File: src/rtl/bus_sync_fifo.sv
// Show-ahead valid/ready FIFO with wrap-bit pointers.
// ready_o and valid_o come from pointer flops only.
module bus_sync_fifo #(
  parameter int Width = 32,
  parameter int Depth = 8
) (
  input  logic                     clk,
  input  logic                     rst,
  input  logic                     valid_i,
  input  logic [Width-1:0]         data_i,
  output logic                     ready_o,
  output logic                     valid_o,
  output logic [Width-1:0]         data_o,
  input  logic                     ready_i,
  output logic [$clog2(Depth):0]   count_o
);

  localparam int AW = $clog2(Depth);
  localparam int PW = AW + 1;

  logic [Width-1:0] mem [Depth];
  logic [PW-1:0]    wr_ptr;
  logic [PW-1:0]    rd_ptr;
  logic             full;
  logic             empty;
  logic             push;
  logic             pop;

  assign empty = (wr_ptr == rd_ptr);
  assign full  = (wr_ptr[AW-1:0] == rd_ptr[AW-1:0]) &&
                 (wr_ptr[AW] != rd_ptr[AW]);

  assign ready_o = !full;
  assign valid_o = !empty;
  assign data_o  = mem[rd_ptr[AW-1:0]];
  assign count_o = wr_ptr - rd_ptr;

  assign push = valid_i && !full;
  assign pop  = !empty && ready_i;

  always_ff @(posedge clk) begin
    if (rst) begin
      wr_ptr <= '0;
      rd_ptr <= '0;
    end else begin
      if (push) wr_ptr <= wr_ptr + PW'(1);
      if (pop)  rd_ptr <= rd_ptr + PW'(1);
    end
  end

  // Storage is never reset; only the pointers define what is live.
  always_ff @(posedge clk) begin
    if (push && !rst) mem[wr_ptr[AW-1:0]] <= data_i;
  end

endmodule

File: config.mk
export PLATFORM = sky130hd
export DESIGN_NAME = bus_sync_fifo
export DESIGN_NICKNAME = d
export VERILOG_FILES = /design/src/rtl/bus_sync_fifo.sv
export SDC_FILE = /design/constraint.sdc
export NUM_CORES = 1
export LEC_CHECK = 0
export ABC_AREA = 1
export CAP_MARGIN = 10
export CELL_PAD_IN_SITES_DETAIL_PLACEMENT = 1
export CELL_PAD_IN_SITES_GLOBAL_PLACEMENT = 2
export CORE_AREA = 2 2 136 237
export DETAILED_ROUTE_END_ITERATION = 16
export DIE_AREA = 0 0 138 239
export PLACE_DENSITY_LB_ADDON = 0.1
export SYNTH_ARGS = -nofsm -noshare
export SYNTH_HDL_FRONTEND = slang
export SYNTH_SLANG_ARGS = --single-unit
File: constraint.sdc
create_clock -name clk -period 3.05 [get_ports clk]
set_input_delay 0.4575 -clock clk [delete_from_list [all_inputs] [get_ports clk]]
set_output_delay 0.4575 -clock clk [all_outputs]
set_load 0.02 [all_outputs]
==> metrics.cfg <==
[synth]
synthTopCellsByArea=edfxtp_1 (72%), nor2_1 (7.4%), o21ai_0 (6.8%), nand2_1 (4.1%), o21ai_1 (2.4%)
synthFlopType=edfxtp_1
yosys-top-cells-count=edfxtp_1 (256), nor2_1 (212), o21ai_0 (145)
synthArstFlopShare=0
yosys.area.top_type=edfxtp_1
synth_cells=884
syn_area_sq_um=10700
synth_most_common_cell=edfxtp_1
synth_warnings=0
syn-num-nets=926
synth-seq-cells=267
yosysUniqueCellTypes=23
syn_area_per_cell_sq_um=12.1
synth_edf_count=256
yosysSeqAreaShare=0.739
synth_top_area_share=0.719

[clock_network]
cts_tree=built
htreeDepth=1
clk_pin_slew_ns=0.06
clock_path_buffers=3
clk_latency_ns=0.53
cts-root-buf=clkbuf_16
cts_buffers=26
cts_sinks=267

[placed_design]
portBuffers=73
place_area_sq_um=12100
dp_hpwl_um=16600
dp.cells=1331
place_congestion=0.737
dp_slack_ns=0.405

[sta]
fin_skew_ns=0.0107
worst_pin_slew_ns=0.558
whs_ns=0.521
hold_viol_final=0
fin_tns_setup_ns=0
fmax_ghz=0.342
drv_slew=0
setup_viol=0
post-route-min-period_ns=2.93
setup_slack_ns=0.123
relSlewSlack=0.628
period_share=0.960

[critical_path]
critical_path_arrival_ns=2.47
start_kind=register
crit_required_ns=2.59
path_class=register to output port
crit_path_max_fanout=32
end_kind=output port

[finish]
antenna_cells=0
finalNonFillerCells=1383
nNetsFinal=1010
area_growth_pct=22.0
drive_gt1_frac=0.0881
fill_cells=3302
final_area_sq_um=13000
post-route-util=0.418

[route]
vias_per_cell=5.06
wl_per_cell_um=20.4
drtPass1Iterations=4
route.detailed.drc=0
num_vias=6995
drt-initial-drc-count=384
antenna_left=0
wl_um=28300

[pwr]
p_clk_frac=0.369
power.sequential.fraction=0.447
power.density_nw_per_um2=710
ir_drop_v=0.000535
leakage_nw=4.50
combinationalPowerShare=0.184
power.switching_mw=2.48
intPower_mw=6.79
total_power_mw=9.27
swShare=0.267

[global_routing]
track_usage=0.169
overflow=0
grt_pass1_vias=7745
grt_pass1_wl_um=43700
grt_max_degree=45
antenna_found_initial=0

[floorplanning]
die_x_um=138
row_count=86
die_area_sq_um=33000
start_util=0.343
die_h_um=239
ios=74
core_area_sq_um=31200

[run_status]
status=finished, final reports clean

[job]
cap_violations=0

[min_path]
hold_path_class=register to register

## worst max-delay path: stages, from the launching register on
cell and delay, ns:
dfxtp_4 0.47, inv_8 0.12, buf_12 0.18, o21ai_0 0.28
o21ai_0 0.16, nand2_1 0.09, nand2_1 0.07, clkdlybuf4s50_1 0.54
## placed cells by master, fill, tap and decap left out, drive strengths merged, types with 2 or more instances in the layout
cell / instances
a21oi: 5
buf: 33
bufinv: 5
clkbuf: 32
clkdlybuf4s50: 69
clkinv: 8
clkinvlp: 3
dfxtp: 11
dlymetal6s2s: 4
edfxtp: 256
ha: 5
inv: 13
nand2: 119
nand3: 9
nand4: 2
nor2: 212
o21ai: 196
xor2: 3
## state kept, by name (all words and copies together) (netlist names), named ones only
register,cells
rd_ptr,4
wr_ptr,4
mem,256
## worst paths after layout
path              cells after the start  slack, ns      start          to
setup / recovery                      7       0.12   register  data_o[18]
hold / removal                        2       0.52  wr_ptr[3]   wr_ptr[3]
setup reg to reg                      9       0.50  wr_ptr[2]  mem[6][17]
hold reg to reg                       2       0.52  wr_ptr[3]   wr_ptr[3]
## cell families (layout without fill, tap and decap cells)
family	Yosys count	after routing	synth area share
compound gates	201	201	0.0940
xor+xnor	4	4	0.00328
fa+ha+maj	6	6	0.00772
simple gates	342	342	0.122
flops	267	267	0.739
buf+inv	64	167	0.0337
## timing repair
action / in CTS / in global routing
setup endpoints to repair: 22 / 28
buffers inserted: 1 / 4
hold buffers: 0 / 0
gates resized for setup: 2 / 11
## area by class of cell
cell class | count | area [sq um] | area share
clock buffer | 32 | 694 | 0.0532
clock inverter | 15 | 201 | 0.0154
inverter | 14 | 63.8 | 0.00489
multi-input combinational | 553 | 2490 | 0.191
sequential | 267 | 7920 | 0.607
tap | 396 | 495 | 0.0380
timing repair buffer | 106 | 1190 | 0.0911
## metal layers
metal / global-route usage / share of wire / vias to the layer above
li1: - / - / 3258
met1: 0.194 / 0.40 / 3577
met2: 0.325 / 0.54 / 127
met3: 0.0230 / 0.035 / 33
met4: 0.0451 / 0.016 / 0
met5: 0 / 0 / -
## power by group through the flow
stage / registers, mW / logic (mW) / clock network [mW]
6_report: 4.14 / 1.70 / 3.42
3_3_place_gp: 4.24 / 1.61 / 0
2_1_floorplan: 4.18 / 1.01 / 0
5_1_grt: 4.15 / 1.90 / 3.63
4_1_cts: 4.15 / 1.70 / 3.51
3_5_place_dp: 4.25 / 1.65 / 0
(Power assumes the default switching activity.)
